## src/rtl/dmem_arbiter_pkg.sv

```systemverilog
`default_nettype none
`timescale 1ns/1ps
// ============================================================================
// Module      : dmem_arbiter_pkg
// Description : Shared types and constants for the data-RAM arbiter:
//               FSM state encodings, read-return owner tags, lock defaults.
// Revision    : 1.0 - initial release
// ============================================================================
package dmem_arbiter_pkg;

   // Arbiter FSM states
   typedef enum logic [0:0] {
      ST_ARB    = 1'b0,
      ST_LOCK_D = 1'b1
   } arb_state_t;

   // Owner of a granted transaction
   typedef enum logic [0:0] {
      OWN_CORE = 1'b0,
      OWN_DBG  = 1'b1
   } owner_t;

   localparam int LOCK_MAX_DEFAULT = 64;
   // LOCK_MAX is bounded to 255, so an 8-bit counter always suffices
   localparam int LOCK_CNT_W       = 8;

endpackage : dmem_arbiter_pkg
`default_nettype wire

```

## src/rtl/dmem_arbiter_if.sv

```systemverilog
`default_nettype none
`timescale 1ns/1ps
// ============================================================================
// Module      : dmem_arbiter_if
// Description : Bundle of core, debug and RAM-side signals around the data
//               RAM arbiter. 'slave' is the arbiter's view, 'master' is the
//               view of the environment (core, debug port and RAM).
// Revision    : 1.0 - initial release
// ============================================================================
interface dmem_arbiter_if #(
   parameter int AW = 12
) ();
   import dmem_arbiter_pkg::*;

   // Core (MemoryAccess stage)
   logic [3:0]    c_rden;
   logic [3:0]    c_wren;
   logic [AW-1:0] c_addr;
   logic [31:0]   c_wrdata;
   logic          c_hold;
   logic          c_rvld;
   logic [31:0]   c_rddata;

   // Debug / loader port
   logic          d_req;
   logic [3:0]    d_we;
   logic          d_lock;
   logic [AW-1:0] d_addr;
   logic [31:0]   d_wrdata;
   logic          d_gnt;
   logic          d_rvld;
   logic [31:0]   d_rddata;

   // Single-port RAM
   logic          m_en;
   logic [3:0]    m_we;
   logic [AW-3:0] m_addr;
   logic [31:0]   m_wrdata;
   logic [31:0]   m_rddata;

   modport slave (
      input  c_rden, c_wren, c_addr, c_wrdata,
      output c_hold, c_rvld, c_rddata,
      input  d_req, d_we, d_lock, d_addr, d_wrdata,
      output d_gnt, d_rvld, d_rddata,
      output m_en, m_we, m_addr, m_wrdata,
      input  m_rddata
   );

   modport master (
      output c_rden, c_wren, c_addr, c_wrdata,
      input  c_hold, c_rvld, c_rddata,
      output d_req, d_we, d_lock, d_addr, d_wrdata,
      input  d_gnt, d_rvld, d_rddata,
      input  m_en, m_we, m_addr, m_wrdata,
      output m_rddata
   );

endinterface : dmem_arbiter_if
`default_nettype wire

```

## src/rtl/dmem_arb_lock_timer.sv

```systemverilog
`default_nettype none
`timescale 1ns/1ps
// ============================================================================
// Module      : dmem_arb_lock_timer
// Description : Counts consecutive debug-lock cycles. Loaded to 1 on the
//               locking grant, incremented on every locked cycle, cleared on
//               lock exit. expire flags that the lock reached LOCK_MAX.
// Revision    : 1.0 - initial release
// ============================================================================
module dmem_arb_lock_timer
   import dmem_arbiter_pkg::*;
#(
   parameter int LOCK_MAX = LOCK_MAX_DEFAULT
) (
   input  wire logic clk,
   input  wire logic rst_n,
   input  wire logic load,
   input  wire logic inc,
   input  wire logic clr,
   output logic      expire
);

   logic [LOCK_CNT_W-1:0] r_lock_cnt;

   // Lock-cycle counter: clear beats load beats increment
   always_ff @(posedge clk or negedge rst_n) begin
      if (!rst_n) begin
         r_lock_cnt <= '0;
      end else if (clr) begin
         r_lock_cnt <= '0;
      end else if (load) begin
         r_lock_cnt <= LOCK_CNT_W'(1);
      end else if (inc) begin
         r_lock_cnt <= r_lock_cnt + LOCK_CNT_W'(1);
      end
   end

   assign expire = (r_lock_cnt >= LOCK_CNT_W'(LOCK_MAX));

endmodule : dmem_arb_lock_timer
`default_nettype wire

```

## src/rtl/dmem_arbiter.sv

```systemverilog
`default_nettype none
`timescale 1ns/1ps
// ============================================================================
// Module      : dmem_arbiter
// Description : Shares the single-port data RAM between the core and a
//               debug/loader port. One grant per cycle, 1-cycle read data
//               routed back to its owner, c_hold while the core is refused,
//               bounded debug lock with a forced core grant after timeout.
//               Optional: define DMEM_ARB_RR_EN for round-robin on
//               simultaneous requests (default: core has fixed priority).
// Revision    : 1.0 - initial release
// ============================================================================
module dmem_arbiter
   import dmem_arbiter_pkg::*;
#(
   parameter int AW       = 12,
   parameter int LOCK_MAX = LOCK_MAX_DEFAULT
) (
   input  wire logic      clk,
   input  wire logic      rst_n,
   dmem_arbiter_if.slave  bus
);

   arb_state_t r_state;
   logic       r_force_core;
   logic       r_tag_vld;
   owner_t     r_tag_own;

   logic w_c_req, w_c_wr, w_d_req, w_both, w_core_wins;
   logic w_c_gnt, w_d_gnt;
   logic w_lock_load, w_lock_inc, w_lock_clr, w_lock_expire;
   logic w_unused_addr_lsb;

   assign w_c_req = (|bus.c_rden) | (|bus.c_wren);
   assign w_c_wr  = |bus.c_wren;
   assign w_d_req = bus.d_req;
   assign w_both  = w_c_req & w_d_req;

   // Byte-lane address bits do not reach the word-addressed RAM
   assign w_unused_addr_lsb = ^{bus.c_addr[1:0], bus.d_addr[1:0]};

`ifdef DMEM_ARB_RR_EN
   owner_t r_last_owner;

   // Remember who was granted last so contention alternates
   always_ff @(posedge clk or negedge rst_n) begin
      if (!rst_n) begin
         r_last_owner <= OWN_CORE;
      end else if (w_c_gnt) begin
         r_last_owner <= OWN_CORE;
      end else if (w_d_gnt) begin
         r_last_owner <= OWN_DBG;
      end
   end

   assign w_core_wins = r_force_core | (r_last_owner == OWN_DBG);
`else
   assign w_core_wins = 1'b1;
`endif

   // Grant decision from current state and live requests
   always_comb begin
      w_c_gnt = 1'b0;
      w_d_gnt = 1'b0;
      if (r_state == ST_LOCK_D) begin
         w_d_gnt = w_d_req;
      end else begin
         w_c_gnt = w_c_req & (~w_d_req | w_core_wins);
         w_d_gnt = w_d_req & ~w_c_gnt;
      end
   end

   assign bus.c_hold = w_c_req & ~w_c_gnt;
   assign bus.d_gnt  = w_d_gnt;

   // RAM port follows the granted requester, idle-zero otherwise
   always_comb begin
      bus.m_en     = w_c_gnt | w_d_gnt;
      bus.m_we     = 4'b0000;
      bus.m_addr   = '0;
      bus.m_wrdata = '0;
      if (w_c_gnt) begin
         bus.m_we     = bus.c_wren;
         bus.m_addr   = bus.c_addr[AW-1:2];
         bus.m_wrdata = bus.c_wrdata;
      end else if (w_d_gnt) begin
         bus.m_we     = bus.d_we;
         bus.m_addr   = bus.d_addr[AW-1:2];
         bus.m_wrdata = bus.d_wrdata;
      end
   end

   assign w_lock_load = (r_state == ST_ARB) & w_d_gnt & bus.d_lock;
   assign w_lock_inc  = (r_state == ST_LOCK_D);
   assign w_lock_clr  = (r_state == ST_LOCK_D) & (~bus.d_lock | w_lock_expire);

   dmem_arb_lock_timer #(
      .LOCK_MAX (LOCK_MAX)
   ) u_lock_timer (
      .clk    (clk),
      .rst_n  (rst_n),
      .load   (w_lock_load),
      .inc    (w_lock_inc),
      .clr    (w_lock_clr),
      .expire (w_lock_expire)
   );

   // Arbitration FSM: enter lock on a locking debug grant, leave on release
   // or timeout; a timeout owes the core the next contested slot
   always_ff @(posedge clk or negedge rst_n) begin
      if (!rst_n) begin
         r_state      <= ST_ARB;
         r_force_core <= 1'b0;
      end else begin
         case (r_state)
            ST_ARB: begin
               if (w_d_gnt && bus.d_lock) begin
                  r_state <= ST_LOCK_D;
               end
               if (r_force_core && w_c_gnt && w_both) begin
                  r_force_core <= 1'b0;
               end
            end
            ST_LOCK_D: begin
               if (!bus.d_lock || w_lock_expire) begin
                  r_state <= ST_ARB;
               end
               if (w_lock_expire) begin
                  r_force_core <= 1'b1;
               end
            end
            default: r_state <= ST_ARB;
         endcase
      end
   end

   // Read-return tag: who gets m_rddata next cycle
   always_ff @(posedge clk or negedge rst_n) begin
      if (!rst_n) begin
         r_tag_vld <= 1'b0;
         r_tag_own <= OWN_CORE;
      end else begin
         r_tag_vld <= (w_c_gnt & ~w_c_wr) | (w_d_gnt & ~(|bus.d_we));
         r_tag_own <= w_c_gnt ? OWN_CORE : OWN_DBG;
      end
   end

   assign bus.c_rvld   = r_tag_vld & (r_tag_own == OWN_CORE);
   assign bus.d_rvld   = r_tag_vld & (r_tag_own == OWN_DBG);
   assign bus.c_rddata = bus.c_rvld ? bus.m_rddata : 32'h0;
   assign bus.d_rddata = bus.d_rvld ? bus.m_rddata : 32'h0;

endmodule : dmem_arbiter
`default_nettype wire

```

## src/flat_wrapper.sv

```systemverilog
// flat-port wrapper written by rule: the top's interface ports become plain ports
module dmem_arbiter_flat import dmem_arbiter_pkg::*;
#(
   parameter int AW       = 12,
   parameter int LOCK_MAX = LOCK_MAX_DEFAULT
)
  (clk, rst_n, bus_c_rden, bus_c_wren, bus_c_addr, bus_c_wrdata, bus_c_hold, bus_c_rvld, bus_c_rddata, bus_d_req, bus_d_we, bus_d_lock, bus_d_addr, bus_d_wrdata, bus_d_gnt, bus_d_rvld, bus_d_rddata, bus_m_en, bus_m_we, bus_m_addr, bus_m_wrdata, bus_m_rddata);
  dmem_arbiter_if #(.AW(AW)) bus_i ();
  input  wire logic clk;
  input  wire logic rst_n;
  input wire logic [$bits(bus_i.c_rden)-1:0] bus_c_rden;
  input wire logic [$bits(bus_i.c_wren)-1:0] bus_c_wren;
  input wire logic [$bits(bus_i.c_addr)-1:0] bus_c_addr;
  input wire logic [$bits(bus_i.c_wrdata)-1:0] bus_c_wrdata;
  output wire logic [$bits(bus_i.c_hold)-1:0] bus_c_hold;
  output wire logic [$bits(bus_i.c_rvld)-1:0] bus_c_rvld;
  output wire logic [$bits(bus_i.c_rddata)-1:0] bus_c_rddata;
  input wire logic [$bits(bus_i.d_req)-1:0] bus_d_req;
  input wire logic [$bits(bus_i.d_we)-1:0] bus_d_we;
  input wire logic [$bits(bus_i.d_lock)-1:0] bus_d_lock;
  input wire logic [$bits(bus_i.d_addr)-1:0] bus_d_addr;
  input wire logic [$bits(bus_i.d_wrdata)-1:0] bus_d_wrdata;
  output wire logic [$bits(bus_i.d_gnt)-1:0] bus_d_gnt;
  output wire logic [$bits(bus_i.d_rvld)-1:0] bus_d_rvld;
  output wire logic [$bits(bus_i.d_rddata)-1:0] bus_d_rddata;
  output wire logic [$bits(bus_i.m_en)-1:0] bus_m_en;
  output wire logic [$bits(bus_i.m_we)-1:0] bus_m_we;
  output wire logic [$bits(bus_i.m_addr)-1:0] bus_m_addr;
  output wire logic [$bits(bus_i.m_wrdata)-1:0] bus_m_wrdata;
  input wire logic [$bits(bus_i.m_rddata)-1:0] bus_m_rddata;
  assign bus_i.c_rden = bus_c_rden;
  assign bus_i.c_wren = bus_c_wren;
  assign bus_i.c_addr = bus_c_addr;
  assign bus_i.c_wrdata = bus_c_wrdata;
  assign bus_c_hold = bus_i.c_hold;
  assign bus_c_rvld = bus_i.c_rvld;
  assign bus_c_rddata = bus_i.c_rddata;
  assign bus_i.d_req = bus_d_req;
  assign bus_i.d_we = bus_d_we;
  assign bus_i.d_lock = bus_d_lock;
  assign bus_i.d_addr = bus_d_addr;
  assign bus_i.d_wrdata = bus_d_wrdata;
  assign bus_d_gnt = bus_i.d_gnt;
  assign bus_d_rvld = bus_i.d_rvld;
  assign bus_d_rddata = bus_i.d_rddata;
  assign bus_m_en = bus_i.m_en;
  assign bus_m_we = bus_i.m_we;
  assign bus_m_addr = bus_i.m_addr;
  assign bus_m_wrdata = bus_i.m_wrdata;
  assign bus_i.m_rddata = bus_m_rddata;
  dmem_arbiter #(.AW(AW), .LOCK_MAX(LOCK_MAX)) u_core (.clk(clk), .rst_n(rst_n), .bus(bus_i));
endmodule
```

## config.mk

```make
export PLATFORM = sky130hd
export DESIGN_NAME = dmem_arbiter_flat
export DESIGN_NICKNAME = d
export VERILOG_FILES = /design/src/rtl/dmem_arbiter_pkg.sv /design/src/rtl/dmem_arbiter_if.sv /design/src/rtl/dmem_arb_lock_timer.sv /design/src/rtl/dmem_arbiter.sv /design/src/flat_wrapper.sv
export SDC_FILE = /design/constraint.sdc
export NUM_CORES = 1
export LEC_CHECK = 0
export CORE_ASPECT_RATIO = 0.8
export CORE_MARGIN = 4
export CORE_UTILIZATION = 23
export DETAILED_ROUTE_END_ITERATION = 6
export HOLD_SLACK_MARGIN = 0.03
export PLACE_DENSITY_LB_ADDON = 0.2
export SLEW_MARGIN = 20
export SYNTH_ARGS = -nofsm -noshare
export SYNTH_HDL_FRONTEND = slang
export SYNTH_SLANG_ARGS = --single-unit
export TNS_END_PERCENT = 50
```

## constraint.sdc

```tcl
create_clock -name clk -period 1.2 [get_ports clk]
set_clock_uncertainty 0.1 [all_clocks]
set_input_delay 0.12 -clock clk [delete_from_list [all_inputs] [get_ports clk]]
set_output_delay 0.12 -clock clk [all_outputs]
set_load 0.05 [all_outputs]
```

==> key figures, run 1 <==
Placed design
  • # port buffers: 246
  • Placed cell count: between 600 and 700
  • HPWL reported at the end of detailed placement: 10100 um
  • Final GP Congestion: 0.809

STA
  • Minimum clock period after layout: about 1.8 ns
  • Period Utilization, post-route: 1.47
  • Unrepaired setup endpoints after global routing: yes
  • Highest clock rate: roughly 570 MHz
  • Slew Limit Headroom: 0.815
  • Setup Viol. Count Final: roughly 130
  • Final slew viol count: 0
  • PnR worst setup slack: -0.565 ns
  • Final hold violations: 0
  • Min Hold Slack: 0.0727 ns
  • Slew at the pin closest to its max-slew limit: 0.276 ns

Power
  • Total leakage power: roughly 2.9 nW
  • Part of the total power dissipated in combinational logic: 0.705
  • Reg power frac: 0.148
  • Total power: ~2.6 mW
  • Largest voltage drop on the vdd net: 0.619 mV
  • Cell-internal power: 1.61 mW
  • Clock Power Share: 0.147
  • Switching power total: a little under 1 mW
  • Power density normalized to cell area: around 370 nW/um^2
  • Net switching fraction of the power: 0.380

Routing
  • Initial DRC count: just over 100
  • Routed WL per cell: between 20 and 25 um
  • Pre-Repair DR Iteration Count: 4
  • # DRC: 0
  • Vias: 3054
  • Via-per-instance ratio: 4.73
  • Residual antenna-violating net count after detailed routing: 0
  • Overall routed net length: about 13000 um

Yosys
  • Sequential share of the synthesized area: 0.147
  • Number of distinct library cells after synthesis: 33
  • Post-Synthesis Mean Instance Area: around 7.1 sq um
  • Multiplexer share of the synthesized area: 0.230
  • Post-Syn Nets: 403
  • Combinational family with the most area after synthesis: simple AND/OR/NAND/NOR gates
  • Number of warnings issued by yosys: 0
  • Post-synthesis share of cell area spent on xor and xnor gates: 0
  • Share of synthesized cell area in full adder, half adder and majority cells: 0.00667
  • Mapped Area: about 1900 sq um
  • Cells after Synth: roughly 270
  • Area fraction in compound gates after synthesis: 0.0774
  • Synthesis-stage register bit count: 11
  • Simple-gate share of the synthesized area: 0.386

Final layout
  • Number of filler instances in the final layout: between 300 and 400
  • Area growth from synthesis to layout: 269%
  • Total Nets Final: 675
  • Total inserted antenna cells: 0
  • Fraction of layout cells with a size suffix above 1: 0.549
  • Final std cells w/o fill: between 600 and 700
  • Most frequent cells in the layout: sky130_fd_sc_hd__clkdlybuf4s50_1, sky130_fd_sc_hd__buf_12, sky130_fd_sc_hd__nand2_1

Clock tree
  • CTS Buf Count: 3
  • Worst-skew pair later-pin latency: around 0.24 ns
  • Clock tree from TritonCTS: done
  • CTS Sinks: 11
  • Clock root cell: sky130_fd_sc_hd__clkbuf_8
  • Count of hold-fix buffers inserted at cts: 0
  • Clock Path Buffers: 2
  • Maximum level of the CTS H-tree: 1
  • Clock transition at path regs: 0.05 ns

Floorplan
  • Die outline width: 109 um
  • Number of core rows: 29
  • Overall die height: between 80 and 90 um
  • DIE AREA: slightly below 10000 sq um
  • Number of I/O pins: between 200 and 300
  • Area of the core: around 8000 sq um
  • Starting Density: 0.236

Setup path
  • Type of element launching the critical path: flop
  • Crit-path slowest cell: sky130_fd_sc_hd__dfrtp_1
  • Highest net fanout along the worst path: 7
  • Critical path arrival: about 1.6 ns
  • Worst setup EP type: primary output
  • Worst stage delay on the critical path: just under 0.4 ns
  • Kind of critical path: flop to primary output
  • Cells traversed along the worst timing path: a21o_4 -> buf_12 -> buf_12 -> mux2i_4 -> buf_12
  • Worst endpoint required time: roughly 0.98 ns
  • Most Frequent Cell on Critical Path: sky130_fd_sc_hd__buf_12

Global routing
  • Most heavily used metal layer in global routing: met2
  • Routing usage on met1: 0.264
  • GR Util All Layers: 0.252
  • Met2 usage in global routing: 0.506
  • Met3 usage in global routing: 0.0532
  • Total congestion overflow: 0
  • Initial antenna violation count: 0
  • First-pass GRT wire length: 18500 um
  • Via count of the first global-routing pass: about 3100
  • Largest net degree at the start of global routing: 24

Min path
  • Classification of the worst-slack hold path: primary input to async pin

Status
  • Outcome: finished, violations left
  • Violations in the final reports: negative setup slack

Flow run
  • Number of maximum-capacitance constraint violations: 0
[path summary, 6_finish.rpt]
kind / startpoint / to / slack, ns / cells after the start
max: u_core.r_state$_DFF_PN0_ / bus_m_wrdata[28] / -0.57 / 5
min: rst_n / u_core.u_lock_timer.r_lock_cnt[4]$_DFFE_PN0P_ / 0.07 / 2
max reg2reg: u_core.r_state$_DFF_PN0_ / u_core.u_lock_timer.r_lock_cnt[4]$_DFFE_PN0P_ / -0.36 / 6
min reg2reg: u_core.u_lock_timer.r_lock_cnt[5]$_DFFE_PN0P_ / u_core.u_lock_timer.r_lock_cnt[5]$_DFFE_PN0P_ / 0.49 / 1
max in group asynchronous: rst_n / u_core.r_tag_own$_DFF_PN0_ / 0.76 / 2
min in group clk: bus_d_req / u_core.r_state$_DFF_PN0_ / 0.26 / 3
[logic make-up (layout without fill, tap and decap cells)]
family                   after synthesis  in the layout
AND/OR/NAND/NOR                      129            129
buffers and inverters                 65            336
multiplexers                          43             43
AO/OA/AOI/OAI                         17             17
flip-flops                            11             11
adder cells (fa/ha/maj)                1              1
[cell usage after synthesis, drive strengths merged]
master | instances | share of area
a211o | 4 | 0.019
nand2b | 1 | 0.0033
nor3 | 2 | 0.0053
nor4bb | 1 | 0.0053
nand2 | 43 | 0.086
a41o | 1 | 0.0053
and3 | 34 | 0.11
nor3b | 2 | 0.0080
mux2i | 42 | 0.22
inv | 43 | 0.086
a21o | 1 | 0.0040
nor4 | 4 | 0.025
nand4bb | 1 | 0.0060
a31oi | 2 | 0.0067
a22o | 1 | 0.0047
ha | 1 | 0.0067
a21oi | 1 | 0.0027
o22ai | 1 | 0.0033
nor2b | 1 | 0.0033
and2 | 37 | 0.12
dfrtp | 11 | 0.15
nand3 | 2 | 0.0053
a32o | 5 | 0.027
clkbuf | 14 | 0.028
buf | 8 | 0.039
mux2 | 1 | 0.0060
o211a | 1 | 0.0053
nor2 | 1 | 0.0020
[sequential cells by signal, indices dropped and copies added, names as in the netlist]
register / count
u_core.r_state: 1
u_core.r_tag_vld: 1
u_core.r_tag_own: 1
u_core.u_lock_timer.r_lock_cnt: 8
[timing repair]
item | in CTS | in global routing
pin swaps | 17 | 23
buffers inserted | 8 | 3
cloned | 4 | 0
gates resized for setup | 97 | 25
endpoints found under the setup margin | 126 | 125
hold endpoints to repair | 0 | 0
[worst max-delay path: cells and delay by family, from the launching register on]
family	cells	cell delay, ns
buf+inv	3	0.44
flops	1	0.39
compound gates	1	0.25
mux	1	0.20
[per-stage QoR]
stage                      util  setup slack, ns  instance area [sq um]  TNS (ns)
after CTS                 0.861           -0.562                   6840    -50.07
after global routing      0.872           -0.622                   6930    -54.73
after detailed placement  0.796           -0.942                   6330    -54.41
after floorplan               -           -0.417                   2540    -28.59
final                     0.872           -0.565                   6930    -49.05
after global placement    0.796           -0.899                   6330    -51.39
[metal layers]
metal  vias to the layer above  share of wire
met5                         -              0
met4                         0          0.020
met3                        19          0.077
met2                       141           0.57
met1                      1458           0.33
li1                       1436              -
[area by class of cell]
cell class | count | area (sq um) | area share
Tap cell | 108 | 135 | 0.0195
Sequential cell | 11 | 277 | 0.0399
Timing Repair Buffer | 289 | 4110 | 0.593
Clock buffer | 4 | 45.0 | 0.00650
Multi-Input combinational cell | 190 | 2190 | 0.317
Inverter | 43 | 165 | 0.0238
[power groups by stage]
stage	Clock, mW	Sequential (mW)	Combinational (mW)
2_1_floorplan	0	0.391	0.761
3_3_place_gp	0	0.389	1.72
3_5_place_dp	0	0.390	1.76
4_1_cts	0.386	0.384	1.80
5_1_grt	0.402	0.384	1.89
6_report	0.380	0.384	1.83
Power figures use the tool's default switching activity.
==> run 2: changes to the inputs <==
--- a/config.mk
+++ b/config.mk
@@ -6,7 +6,7 @@
 export NUM_CORES = 1
 export LEC_CHECK = 0
 export CORE_ASPECT_RATIO = 0.8
-export CORE_MARGIN = 4
+export CORE_MARGIN = 10
 export CORE_UTILIZATION = 23
 export DETAILED_ROUTE_END_ITERATION = 6
 export HOLD_SLACK_MARGIN = 0.03
==> key figures, run 2 (synthesis results as in run 1) <==
Final layout
  • Design Area, Final: 7050 sq um (+1.8%)
  • Final std cells w/o fill: 653 (+1.2%)
  • Area growth from synthesis to layout: 276%
  • Total Nets Final: 682 (+1.0%)
  • Core Util, Final: 0.887 (+0.0156)
  • Area of the multi-input gates: 2210 sq um (+0.57%)
  • Most frequent cells in the layout: sky130_fd_sc_hd__buf_12, sky130_fd_sc_hd__clkdlybuf4s50_1, sky130_fd_sc_hd__nand2_1
  • Number of filler instances in the final layout: 334 (-8.5%)
  • Most common cell after layout, fill and taps aside: sky130_fd_sc_hd__buf_12
  • Fraction of layout cells with a size suffix above 1: 0.559 (+0.00948)
  • Register ranked first by flip-flop count: u_core.u_lock_timer.r_lock_cnt
  • Flip-flop count of the largest register, all copies and words added: 8 (unchanged)
  • Area taken by flip-flops and latches: 275 sq um (-0.45%)

Routing
  • Routed WL per cell: 23.4 um (+15%)
  • # DRC: 0 (unchanged)
  • Vias: 3135 (+2.7%)
  • Overall routed net length: 15300 um (+16%)
  • Via-per-instance ratio: 4.80 (+1.4%)
  • Initial DRC count: 77 (-25%)
  • Residual antenna-violating net count after detailed routing: 0 (unchanged)
  • Pre-Repair DR Iteration Count: 4 (unchanged)

STA
  • Setup Viol. Count Final: 126 (+0.80%)
  • Summed negative setup slack over all endpoints: -52.96 ns (-3.91 ns)
  • Minimum clock period after layout: 1.80 ns (+0.0297 ns)
  • Final hold violations: 0 (unchanged)
  • Unrepaired setup endpoints after global routing: yes
  • Slew at the pin closest to its max-slew limit: 0.362 ns (+0.0857 ns)
  • PnR worst setup slack: -0.595 ns (-0.0297 ns)
  • Period Utilization, post-route: 1.50 (+0.0247)
  • Final slew viol count: 0 (unchanged)
  • Highest clock rate: 557 MHz (-1.7%)
  • Slew Limit Headroom: 0.757 (-0.0576)

Power
  • Largest voltage drop on the vdd net: 0.660 mV (+6.7%)
  • Power density normalized to cell area: 370 nW/um^2 (-1.2%)
  • Total leakage power: 2.97 nW (+2.1%)

Clock tree
  • Maximum level of the CTS H-tree: 1 (unchanged)
  • Worst-skew pair later-pin latency: 0.24 ns (about the same)
  • CTS Buf Count: 3 (unchanged)
  • CTS Sinks: 11 (unchanged)
  • Count of hold-fix buffers inserted at cts: 0 (unchanged)
  • Clock root cell: sky130_fd_sc_hd__clkbuf_8
  • Clock transition at path regs: 0.05 ns (about the same)
  • Clock tree from TritonCTS: done
  • Clock Path Buffers: 2 (unchanged)

Floorplan
  • Number of I/O pins: 251 (unchanged)
  • DIE AREA: 12200 sq um (+26%)
  • Die outline width: 121 um (+11%)
  • Number of core rows: 29 (unchanged)
  • Area of the core: 7950 sq um (unchanged)
  • Starting Density: 0.236 (unchanged)
  • Overall die height: 101 um (+14%)

Global routing
  • Via count of the first global-routing pass: 3597 (+15%)
  • Largest net degree at the start of global routing: 34 (+42%)
  • GR Util All Layers: 0.241 (-0.0106)
  • Total congestion overflow: 0 (unchanged)
  • First-pass GRT wire length: 22800 um (+23%)
  • Initial antenna violation count: 0 (unchanged)

Setup path
  • Critical path startpoint: bus_c_rden[0]
  • Kind of critical path: primary input to primary output
  • Worst endpoint required time: 0.98 ns (about the same)
  • Worst reg2reg path startpoint: u_core.r_state$_DFF_PN0_
  • Path depth of the worst reg2reg path: 6 (unchanged)
  • Slack of the worst reg-to-reg path: -0.34 ns (+0.02 ns)
  • Endpoint of the worst-slack reg-to-reg timing path: u_core.u_lock_timer.r_lock_cnt[4]$_DFFE_PN0P_
  • Type of element launching the critical path: primary input
  • Critical path arrival: 1.58 ns (+0.03 ns)
  • Worst setup EP type: primary output
  • Highest net fanout along the worst path: 6 (-1)

Status
  • Outcome: finished, violations left
  • Violations in the final reports: negative setup slack

Placed design
  • Final GP Congestion: 0.788 (-2.6%)
  • Worst-case setup slack after placement: -0.914 ns (+0.0278 ns)
  • DP Area: 6330 sq um (unchanged)
  • # port buffers: 246 (unchanged)
  • HPWL reported at the end of detailed placement: 11800 um (+17%)
  • Placed cell count: 627 (unchanged)

Flow run
  • Number of maximum-capacitance constraint violations: 0 (unchanged)

Min path
  • Classification of the worst-slack hold path: primary input to async pin
-- run 2: cell count changes in the layout (fill, tap and decap cells not counted), moves of 2 or more --
| cell | before | now |
|---|---|---|
| sky130_fd_sc_hd__buf_16 | 3 | 1 |
| sky130_fd_sc_hd__buf_6 | 12 | 14 |
| sky130_fd_sc_hd__buf_8 | 2 | 7 |
| sky130_fd_sc_hd__buf_12 | 122 | 125 |
| sky130_fd_sc_hd__and2_4 | 34 | 36 |
| sky130_fd_sc_hd__buf_2 | 5 | 3 |
| sky130_fd_sc_hd__buf_4 | 22 | 20 |
| sky130_fd_sc_hd__and2_1 | 3 | 1 |
-- run 2: layout make-up --
type                    count  share of cell area
repair buffers            295               0.599
clock buffers               4             0.00639
inverters                  43              0.0229
multi-input cells         191               0.313
flip-flops and latches     11              0.0390
well taps                 108              0.0192
diodes                      1            0.000355
-- run 2: metrics by stage --
stage	hold slack, ns	power [mW]
after CTS	0.0846	2.61
after detailed placement	0.339	2.16
after global placement	0.334	2.12
after floorplan	-0.276	1.15
final	0.0807	2.61
after global routing	0.0853	2.71
-- run 2: worst max-delay path by stage --
stage | end | slack, ns | cells past startpoint
after floorplan | bus_m_addr[0] | -0.42 | 5
after global placement | bus_m_we[0] | -0.87 | 7
after detailed placement | bus_m_wrdata[27] | -0.91 | 6
after CTS | bus_m_we[2] | -0.59 | 5
after global routing | bus_m_addr[8] | -0.66 | 7
final | bus_m_addr[2] | -0.60 | 7
-- run 2: what timing repair did --
action | CTS | global route
cloned | 6 | 0
endpoints found under the setup margin | 126 | 126
resized for setup | 125 | 22
pin swaps | 22 | 8
setup buffers | 18 | 2
-- run 2: critical path: stages --
cell and delay [ns]:
sky130_fd_sc_hd__buf_6 0.09, sky130_fd_sc_hd__nor4_4 0.39, sky130_fd_sc_hd__buf_4 0.18, sky130_fd_sc_hd__a21o_4 0.17, sky130_fd_sc_hd__buf_12 0.17, sky130_fd_sc_hd__mux2i_4 0.28
sky130_fd_sc_hd__buf_12 0.17
-- run 2: power by group --
| group | internal (mW) | switching (mW) |
|---|---|---|
| combinational | 1.00 | 0.848 |
| clock | 0.233 | 0.138 |
| sequential | 0.379 | 0.00475 |
-- run 2: layer usage --
metal  wire, um  GRT usage  vias to the layer above
met5          0          0                        -
met4        319     0.0630                        0
met3       1290     0.0599                       18
met2       8520      0.470                      165
met1       5160      0.250                     1511
li1           -          -                     1441
